[src/rtl/hilo_pkg.sv]
// -----------------------------------------------------------------------------
// hilo_pkg
//   Shared types for the HI/LO controller: the operation encoding presented on
//   the op port, the controller FSM state, and a couple of small helpers.
// -----------------------------------------------------------------------------
package hilo_pkg;

    localparam int unsigned DATA_W = 32;

    // Operation encoding presented with op_valid. Encoding 7 is unused and is
    // treated as a NOP by the controller.
    typedef enum logic [2:0] {
        NOP   = 3'd0,
        MULT  = 3'd1,
        MULTU = 3'd2,
        MFHI  = 3'd3,
        MFLO  = 3'd4,
        MTHI  = 3'd5,
        MTLO  = 3'd6
    } hilo_op_t;

    // Controller state.
    //   IDLE  : no multiply outstanding
    //   BUSY  : request held high towards the multiplier
    //   DRAIN : one cycle with the request low so the multiplier self-clears
    typedef enum logic [1:0] {
        IDLE  = 2'd0,
        BUSY  = 2'd1,
        DRAIN = 2'd2
    } hilo_state_t;

    // True for the two opcodes that start a multiply.
    function automatic logic op_is_mult(input hilo_op_t o);
        return (o == MULT) || (o == MULTU);
    endfunction

    // True for opcodes that touch the HI/LO pair (read or write).
    function automatic logic op_is_hilo(input hilo_op_t o);
        return (o == MFHI) || (o == MFLO) || (o == MTHI) || (o == MTLO);
    endfunction

endpackage

[src/rtl/hilo_unit.sv]
// -----------------------------------------------------------------------------
// hilo_unit
//   Controller and architectural state for the MIPS HI/LO register pair.
//   Issues MULT/MULTU to an external iterative multiplier over a level
//   handshake (mult_validIn held high until mult_validOut), captures the
//   product into HI/LO, and serves MFHI/MFLO/MTHI/MTLO. The pipeline is
//   stalled while a multiply is outstanding; a watchdog abandons a multiply
//   that never completes and raises a sticky error.
//
// Parameters
//   MAX_BUSY      maximum cycles spent in BUSY before the watchdog fires
//
// Ports
//   clk           clock, rising edge
//   reset         synchronous active-high reset
//   op_valid      operation presented this cycle
//   op            operation code (hilo_op_t)
//   rs_data       operand A / source for MTHI, MTLO
//   rt_data       operand B
//   stall         combinational: presented op is not accepted this cycle
//   rd_data       registered MFHI/MFLO result
//   rd_valid      one-cycle pulse qualifying rd_data
//   err           sticky watchdog flag (cleared by reset only)
//   mult_validIn  level request to the multiplier
//   mult_sign     1 = signed (MULT), 0 = unsigned (MULTU)
//   mult_SrcA/B   latched multiplier operands
//   mult_validOut multiplier completion
//   mult_Hi/Lo    multiplier product halves
// -----------------------------------------------------------------------------
module hilo_unit
    import hilo_pkg::*;
#(
    parameter int unsigned MAX_BUSY = 64
) (
    input  logic              clk,
    input  logic              reset,
    input  logic              op_valid,
    input  hilo_op_t          op,
    input  logic [DATA_W-1:0] rs_data,
    input  logic [DATA_W-1:0] rt_data,
    output logic              stall,
    output logic [DATA_W-1:0] rd_data,
    output logic              rd_valid,
    output logic              err,
    output logic              mult_validIn,
    output logic              mult_sign,
    output logic [DATA_W-1:0] mult_SrcA,
    output logic [DATA_W-1:0] mult_SrcB,
    input  logic              mult_validOut,
    input  logic [DATA_W-1:0] mult_Hi,
    input  logic [DATA_W-1:0] mult_Lo
);

    // Watchdog width; kept at least one bit so tiny MAX_BUSY values still
    // elaborate.
    localparam int unsigned    CNT_W   = (MAX_BUSY > 2) ? $clog2(MAX_BUSY) : 1;
    localparam logic [CNT_W-1:0] WD_LAST = CNT_W'(MAX_BUSY - 1);

    // -------------------------------------------------------------------------
    // State
    // -------------------------------------------------------------------------
    hilo_state_t       state_q, state_d;
    logic [CNT_W-1:0]  wd_q, wd_d;
    logic [DATA_W-1:0] hi_q, hi_d;
    logic [DATA_W-1:0] lo_q, lo_d;
    logic [DATA_W-1:0] rd_data_q, rd_data_d;
    logic              rd_valid_q, rd_valid_d;
    logic              err_q, err_d;
    logic              vin_q, vin_d;
    logic              sign_q, sign_d;
    logic [DATA_W-1:0] srca_q, srca_d;
    logic [DATA_W-1:0] srcb_q, srcb_d;

    // -------------------------------------------------------------------------
    // Accept / stall decode
    // -------------------------------------------------------------------------
    logic is_mul;
    logic accept;
    logic mul_start;
    logic mul_done;
    logic wd_fire;

    assign is_mul = op_is_mult(op);

    // Everything stalls in BUSY so HI/LO accesses order after the product.
    // In DRAIN only a new multiply must wait: the request has to stay low for
    // one full cycle before it can rise again.
    assign stall  = op_valid && ((state_q == BUSY) ||
                                 ((state_q == DRAIN) && is_mul));
    assign accept = op_valid && !stall;

    assign mul_start = accept && is_mul && (state_q == IDLE);
    assign mul_done  = (state_q == BUSY) && mult_validOut;
    assign wd_fire   = (state_q == BUSY) && !mult_validOut && (wd_q == WD_LAST);

    // -------------------------------------------------------------------------
    // FSM: state register
    // -------------------------------------------------------------------------
    always_ff @(posedge clk) begin
        if (reset) begin
            state_q <= IDLE;
        end else begin
            state_q <= state_d;
        end
    end

    // -------------------------------------------------------------------------
    // FSM: next state
    // -------------------------------------------------------------------------
    always_comb begin
        state_d = state_q;
        unique case (state_q)
            IDLE:    if (mul_start)            state_d = BUSY;
            BUSY:    if (mul_done || wd_fire)  state_d = DRAIN;
            DRAIN:                             state_d = IDLE;
            default:                           state_d = IDLE;
        endcase
    end

    // -------------------------------------------------------------------------
    // FSM outputs and datapath next-state
    // -------------------------------------------------------------------------
    always_comb begin
        // Hold by default; rd_valid is a pulse.
        hi_d       = hi_q;
        lo_d       = lo_q;
        rd_data_d  = rd_data_q;
        rd_valid_d = 1'b0;
        err_d      = err_q;
        sign_d     = sign_q;
        srca_d     = srca_q;
        srcb_d     = srcb_q;
        wd_d       = wd_q;

        // Request is a registered copy of "next state is BUSY", so it rises
        // the cycle after accept and cannot glitch within BUSY.
        vin_d = (state_d == BUSY);

        // Watchdog counts BUSY cycles for the current multiply.
        if (mul_start) begin
            wd_d = '0;
        end else if (state_q == BUSY) begin
            wd_d = wd_q + 1'b1;
        end

        // Operands and sign are captured once and held through BUSY.
        if (mul_start) begin
            srca_d = rs_data;
            srcb_d = rt_data;
            sign_d = (op == MULT);
        end

        // Product capture. No HI/LO op can be accepted in BUSY, so this never
        // collides with MTHI/MTLO below.
        if (mul_done) begin
            hi_d = mult_Hi;
            lo_d = mult_Lo;
        end

        if (wd_fire) begin
            err_d = 1'b1;
        end

        if (accept) begin
            unique case (op)
                MFHI: begin
                    rd_data_d  = hi_q;
                    rd_valid_d = 1'b1;
                end
                MFLO: begin
                    rd_data_d  = lo_q;
                    rd_valid_d = 1'b1;
                end
                MTHI:    hi_d = rs_data;
                MTLO:    lo_d = rs_data;
                default: ;  // NOP, MULT/MULTU (handled above), unused
            endcase
        end
    end

    // -------------------------------------------------------------------------
    // Datapath registers
    // -------------------------------------------------------------------------
    always_ff @(posedge clk) begin
        if (reset) begin
            wd_q       <= '0;
            hi_q       <= '0;
            lo_q       <= '0;
            rd_data_q  <= '0;
            rd_valid_q <= 1'b0;
            err_q      <= 1'b0;
            vin_q      <= 1'b0;
            sign_q     <= 1'b0;
            srca_q     <= '0;
            srcb_q     <= '0;
        end else begin
            wd_q       <= wd_d;
            hi_q       <= hi_d;
            lo_q       <= lo_d;
            rd_data_q  <= rd_data_d;
            rd_valid_q <= rd_valid_d;
            err_q      <= err_d;
            vin_q      <= vin_d;
            sign_q     <= sign_d;
            srca_q     <= srca_d;
            srcb_q     <= srcb_d;
        end
    end

    // -------------------------------------------------------------------------
    // Outputs
    // -------------------------------------------------------------------------
    assign rd_data      = rd_data_q;
    assign rd_valid     = rd_valid_q;
    assign err          = err_q;
    assign mult_validIn = vin_q;
    assign mult_sign    = sign_q;
    assign mult_SrcA    = srca_q;
    assign mult_SrcB    = srcb_q;

endmodule

[config.mk]
export PLATFORM = sky130hd
export DESIGN_NAME = hilo_unit
export DESIGN_NICKNAME = d
export VERILOG_FILES = /design/src/rtl/hilo_pkg.sv /design/src/rtl/hilo_unit.sv
export SDC_FILE = /design/constraint.sdc
export NUM_CORES = 1
export LEC_CHECK = 0
export CAP_MARGIN = 5
export CORE_ASPECT_RATIO = 0.9
export CORE_MARGIN = 5
export CORE_UTILIZATION = 47
export CTS_CLUSTER_DIAMETER = 60
export DETAILED_ROUTE_END_ITERATION = 16
export PLACE_DENSITY_LB_ADDON = 0.12
export RECOVER_POWER = 50
export SETUP_SLACK_MARGIN = 0.1
export SLEW_MARGIN = 30
export SYNTH_ARGS = -nofsm -noshare
export SYNTH_HDL_FRONTEND = slang
export SYNTH_SLANG_ARGS = --single-unit
export TNS_END_PERCENT = 5
[constraint.sdc]
create_clock -name clk -period 2.43 [get_ports clk]
set_clock_uncertainty 0.1 [all_clocks]
set_input_delay 0.6075 -clock clk [delete_from_list [all_inputs] [get_ports clk]]
set_output_delay 0.6075 -clock clk [all_outputs]
set_load 0.01 [all_outputs]
==> reports/summary.txt, run 1 <==
GRT Util Overall: 26.38%
1st-iter DRT viols: 706
Asr flop ratio synth: 0%
Overflow after GRT: 0
Critical path required time: 1.72 ns
Synth cell types: 33
Worst skew pair latency: 0.43 ns
First-pass GRT wire length: 39.16 mm
CTS tree: done
Combinational power share: 15.2%
Worst Tran Pin Value: 0.4600 ns
# IOs: 236
Drt drc: 0
Pwr Total: 6887 µW
Htree depth: 4
Initial core utilization: 47.56%
# rows: 44
Slew Viols, Final: 0
Die ar.: 18860 µm²
Via density: 5.787
Post-route setup TNS: 0 ns
Worst slew margin: 69.33%
Die Height: 130.8 µm
Final Net Count: 1232
Post-Syn Nets: 1040
Post-synth EDFFs: 0
Synth Register Bits: 172
Hold_buf cts: 0
CP peak stage delay: 0.48 ns
WL/cell: 19.31 µm
Slowest CP cell: or4b_4
Post-Route WL: 25.42 mm
P_sw: 1749 µW
Critical Path Sink Type: primary output
Fin crit share: 94.48%
Synth Warn #: 0
Dpl cell area: 10410 µm²
Clk pin slew, worst setup/hold paths: 0.06 ns
Static Leakage: 0.003694 µW
ANT nets after route: 0
DR pass1 iterations: 5
VDD IR max: 0.0005508 V
Final min period: 2.296 ns
Vias in the first global route: 7112
Layout cells sized above 1: 6.949%
Unrepaired setup endpoints after global routing: no
Crit path kind: primary input to primary output
Post-Syn Area: 7619 µm²
Via count: 7616
CP arrival: 1.59 ns
CTS sink count: 172
CTS buffer count: 17
Initial antenna violation count: 1
Port bufs: 235
Crit start category: primary input
Status: finished clean
Part of the Yosys area used for sequential elements: 45.20%
GPL Wtd Cong: 0.8582
Area grow syn2layout: 43.85%
Clock buffer depth: 2
Pwr dens: 628.5 nW/µm²
CP Cell Sequence: buf_6 > xnor2_2 > or4b_4 > a21oi_2 > buf_2
Synth Flop Type: dfxtp_1
Setup-failing EPs final: 0
Syn Area/Cell: 8.428 µm²
Crit path max fanout: 2
Pint: 5138 µW
Sw frac: 25.39%
Power share of the clock group: 40.9%
Die W: 144.2 µm
Final Hold Fails: 0
Reg power frac: 43.9%
Commonest non-fill, non-tap cell in the layout: nand2_1
Core ar.: 16020 µm²
Post-CTS Setup Repair Bufs: 0
Max_cap viols: 0
DP HPWL: 16.83 mm
Cells after Synth: 904
Root Buffer: clkbuf_16
Leading cell types in the layout, fill and taps excluded: nand2_1 (262), clkdlybuf4s50_1 (229), dfxtp_1 (172), o41ai_1 (97), mux2i_1 (65)
Fin area: 10960 µm²
Largest net degree at the start of global routing: 77
Worst hold path type: flip-flop to flip-flop
Peak Freq: 0.4356 GHz
-- power groups by stage --
stage | logic, µW | registers [µW] | clock network, µW
3_5_place_dp | 1050 | 3080 | 0
6_report | 1050 | 3020 | 2820
5_1_grt | 1130 | 3030 | 2980
4_1_cts | 1060 | 3020 | 2840
2_1_floorplan | 429 | 3100 | 0
3_3_place_gp | 1040 | 3080 | 0
-- layout make-up --
cell class / count / area (µm²)
timing repair buffer: 274 / 2854
multi-input combinational: 596 / 3660
sequential: 172 / 3443
clock buffer: 19 / 442.9
inverter: 35 / 136.4
antenna: 1 / 2.502
clock inverter: 12 / 161.4
fill: 1358 / 5061
tap: 207 / 259.0
-- repair_timing --
action / 4_1_cts / 5_1_grt
pin swaps: 2 / 3
resized for setup: 16 / 6
hold endpoints to repair: 0 / 0
setup endpoints to repair: 1 / 1
-- path summary, 6_finish.rpt --
kind,slack (ns),depth (start not counted),end,from
setup reg to reg,0.52,6,mult_SrcB[15],state_q[1]
setup / recovery,0.13,5,stall,op[1]
hold / removal,0.35,2,rd_data[0],rd_data[0]
hold reg to reg,0.35,2,rd_data[0],rd_data[0]
-- routing by layer --
metal	vias to the layer above	wire (µm)	share of wire (%)	track usage (%)
met5	-	0	0	0
met3	30	2496	9.8	7.096
li1	3655	-	-	-
met4	0	444	1.7	6.747
met2	361	10990	43	38.89
met1	3570	11490	45	38.46
-- stage by stage --
stage          instances  setup WS (ns)  utilization [%]  hold slack, ns
2_1_floorplan        904         0.1270                -          0.3480
3_3_place_gp        1284        -0.7849            64.99          0.3389
3_5_place_dp        1284        -0.7928            64.99          0.3391
4_1_cts             1315         0.1056            68.75          0.3539
5_1_grt             1316        0.05178            68.41          0.3730
6_report            1316         0.1342            68.41          0.3529
-- cells by family after synthesis --
logic type               count (synthesis)  synth area share, %
AND/OR/NAND/NOR                        321                17.87
AO/OA/AOI/OAI                          206                20.69
flip-flops                             172                45.20
buffers and inverters                  136                7.193
multiplexers                            65                8.540
XOR/XNOR                                 3               0.3449
adder cells (fa/ha/maj)                  1               0.1642
-- critical path, delay by kind of cell --
family / cells / cell delay (ns)
AND/OR/NAND/NOR: 1 / 0.48
AO/OA/AOI/OAI: 1 / 0.13
buffers and inverters: 2 / 0.23
XOR/XNOR: 1 / 0.13
-- cell usage after synthesis, types with 2 or more instances --
cell      number  share of area, %
a31oi_1       64               5.3
nor4_1        33               2.7
a211oi_1      32               3.2
o41ai_1       97                11
or3_1          5              0.41
buf_4          4              0.39
nand3b_1       3              0.30
nor2_1         4              0.20
a32o_1         2              0.26
nand2b_1       5              0.41
dfxtp_1      172                45
clkbuf_1      79               3.9
nand2_1      262                13
a21oi_1        5              0.33
buf_2         18               1.2
xnor2_1        3              0.34
inv_1         33               1.6
clkinv_1       2             0.099
mux2i_1       65               8.5
o21ai_0        3              0.20
-- registers in the layout, indices dropped and copies added (netlist names) --
| name | cells |
|---|---|
| mult_SrcB | 32 |
| wd_q | 6 |
| hi_q | 32 |
| err | 1 |
| mult_sign | 1 |
| rd_valid | 1 |
| lo_q | 32 |
| rd_data | 32 |
| state_q | 2 |
| mult_SrcA | 32 |
| mult_validIn | 1 |
Note: power is estimated with default switching activity, not from simulation.
==> run 2, diff against run 1 <==
--- a/config.mk
+++ b/config.mk
@@ -11,10 +11,9 @@
 export CORE_UTILIZATION = 47
 export CTS_CLUSTER_DIAMETER = 60
 export DETAILED_ROUTE_END_ITERATION = 16
-export PLACE_DENSITY_LB_ADDON = 0.12
+export PLACE_DENSITY_LB_ADDON = 0.08
 export RECOVER_POWER = 50
 export SETUP_SLACK_MARGIN = 0.1
-export SLEW_MARGIN = 30
 export SYNTH_ARGS = -nofsm -noshare
 export SYNTH_HDL_FRONTEND = slang
 export SYNTH_SLANG_ARGS = --single-unit
==> reports/summary.txt, run 2 (synthesis gave the netlist of run 1 again) <==
Multi-input gate area: 3664 µm² (+0.10%)
CP peak stage delay: 0.49 ns (about the same)
Status: finished clean
Slowest CP cell: or4b_4
CP Cell Sequence: buf_8 > xnor2_4 > or4b_4 > a21oi_2 > buf_2
Sequential cell area: 3443 µm² (unchanged)
Crit path kind: primary input to primary output
ANT nets after route: 0 (unchanged)
CTS tree: done
DP HPWL: 16.75 mm (-0.47%)
Hold WS: 0.3496 ns (-0.003323 ns)
Dpl cell area: 10400 µm² (about the same)
Post-Place Cells: 1288 (+0.31%)
Fillers: 1307 (-3.8%)
Drt drc: 0 (unchanged)
Vias in the first global route: 7093 (-0.27%)
GPL Wtd Cong: 0.8343 (-2.8%)
Die Height: 130.8 µm (unchanged)
Worst slew margin: 48.59% (-21 points)
First-pass GRT wire length: 38.62 mm (-1.4%)
Fin area: 10920 µm² (-0.40%)
Max_cap viols: 0 (unchanged)
DR pass1 iterations: 6 (+1)
Worst skew pair latency: 0.43 ns (about the same)
Die ar.: 18860 µm² (unchanged)
Fin crit share: 96.91% (+2.4 points)
Via count: 7526 (-1.2%)
Overflow after GRT: 0 (unchanged)
Clock buffer depth: 2 (unchanged)
Crit path max fanout: 2 (unchanged)
Port bufs: 235 (unchanged)
Peak Freq: 0.4246 GHz (-2.5%)
Via density: 5.693 (-1.6%)
Leading cell types in the layout, fill and taps excluded: nand2_1 (261), clkdlybuf4s50_1 (229), dfxtp_1 (172), o41ai_1 (97), mux2i_1 (65)
Slew Viols, Final: 0 (unchanged)
Final Hold Fails: 0 (unchanged)
GRT Util Overall: 25.93% (-0.45 points)
Pwr dens: 610.9 nW/µm² (-2.8%)
Crit start category: primary input
Largest net degree at the start of global routing: 65 (-16%)
CTS buffer count: 17 (unchanged)
Final non-filler cell total: 1322 (+0.46%)
Post-Route WL: 25.05 mm (-1.4%)
Unrepaired setup endpoints after global routing: yes
VDD IR max: 0.0005369 V (-2.5%)
Layout cells sized above 1: 7.540% (+0.59 points)
Hold_buf cts: 0 (unchanged)
Static Leakage: 0.003698 µW (+0.11%)
Final min period: 2.355 ns (+0.05914 ns)
Core ar.: 16020 µm² (unchanged)
Root Buffer: clkbuf_16
CP arrival: 1.65 ns (+0.06 ns)
Htree depth: 4 (unchanged)
Critical Path Sink Type: primary output
# IOs: 236 (unchanged)
# rows: 44 (unchanged)
Setup-failing EPs final: 0 (unchanged)
Worst hold path type: flip-flop to flip-flop
CTS sink count: 172 (unchanged)
Die W: 144.2 µm (unchanged)
Critical path required time: 1.72 ns (about the same)
Initial core utilization: 47.56% (unchanged)
Area grow syn2layout: 43.28%
Pwr Total: 6668 µW (-3.2%)
1st-iter DRT viols: 598 (-15%)
Final Net Count: 1237 (+0.41%)
Worst Tran Pin Value: 0.7711 ns (+0.3111 ns)
Initial antenna violation count: 0 (-1)
Clk pin slew, worst setup/hold paths: 0.06 ns (about the same)
Commonest non-fill, non-tap cell in the layout: nand2_1
WL/cell: 18.95 µm (-1.9%)
run 2: changes by cell type in the layout (fill, tap and decap cells not counted), moves of 2 or more:
cell / change
clkbuf_1: -3
buf_6: -2
buf_4: +12
bufinv_16: -2
buf_8: +2
buf_12: -4
clkinv_2: +4
clkbuf_4: -2
run 2: area by class of cell:
cell class,count,area share [%]
Timing Repair Buffer,279,26.20
Tap cell,207,2.373
Multi-Input combinational cell,596,33.56
Sequential cell,172,31.55
Inverter,35,1.249
Clock buffer,18,3.932
Clock inverter,14,1.112
Antenna cell,1,0.02293
run 2: final timing paths:
path,from,to,slack [ns],cells past startpoint
setup / recovery,op[1],stall,0.08,5
hold / removal,rd_data[8],rd_data[8],0.35,2
setup reg to reg,state_q[1],mult_SrcB[19],0.48,6
hold reg to reg,rd_data[8],rd_data[8],0.35,2
run 2: report_power, final:
part           leakage [µW]  switching (µW)  internal [µW]
registers           0.00140            69.5           2950
logic               0.00203             506            543
clock network      0.000266            1190           1410
total               0.00370            1770           4900
run 2: what timing repair did:
item / CTS / global route
pin swaps: 3 / 3
endpoints found under the setup margin: 1 / 1
gates resized for setup: 23 / 1
gates cloned: 0 / 0
buffers inserted: 1 / 0
endpoints found under the hold margin: 0 / 0
run 2: worst max-delay path, delay by kind of cell:
family                    cells  cell delay [ns]
AOI/OAI and AO/OA             1             0.16
and+or+nand+nor               1             0.49
buffers and inverters         2             0.25
xor gates and xnor gates      1             0.14
run 2: per-stage QoR:
| stage | setup WS (ns) | TNS (ns) | util (%) |
|---|---|---|---|
| floorplan | 0.1270 | 0 | - |
| global placement | -0.9535 | -4.115 | 64.94 |
| detailed placement | -0.9554 | -5.209 | 64.94 |
| CTS | 0.09960 | 0 | 68.60 |
| global route | 0.02976 | 0 | 68.12 |
| finish | 0.07502 | 0 | 68.14 |
run 2: routing by layer:
layer  vias up  GRT usage, %  part of all wire [%]
li1       3674             -                     -
met1      3489         36.87                    45
met2       334         39.49                    45
met3        29         6.623                   8.7
met4         0         6.802                   1.2
met5         -             0                     0
==> run 3, diff against run 2 <==
--- a/config.mk
+++ b/config.mk
@@ -5,7 +5,6 @@
 export SDC_FILE = /design/constraint.sdc
 export NUM_CORES = 1
 export LEC_CHECK = 0
-export CAP_MARGIN = 5
 export CORE_ASPECT_RATIO = 0.9
 export CORE_MARGIN = 5
 export CORE_UTILIZATION = 47
==> results of run 3 <==
Same layout as run 2: the final DEF is identical, and so are final timing and power.
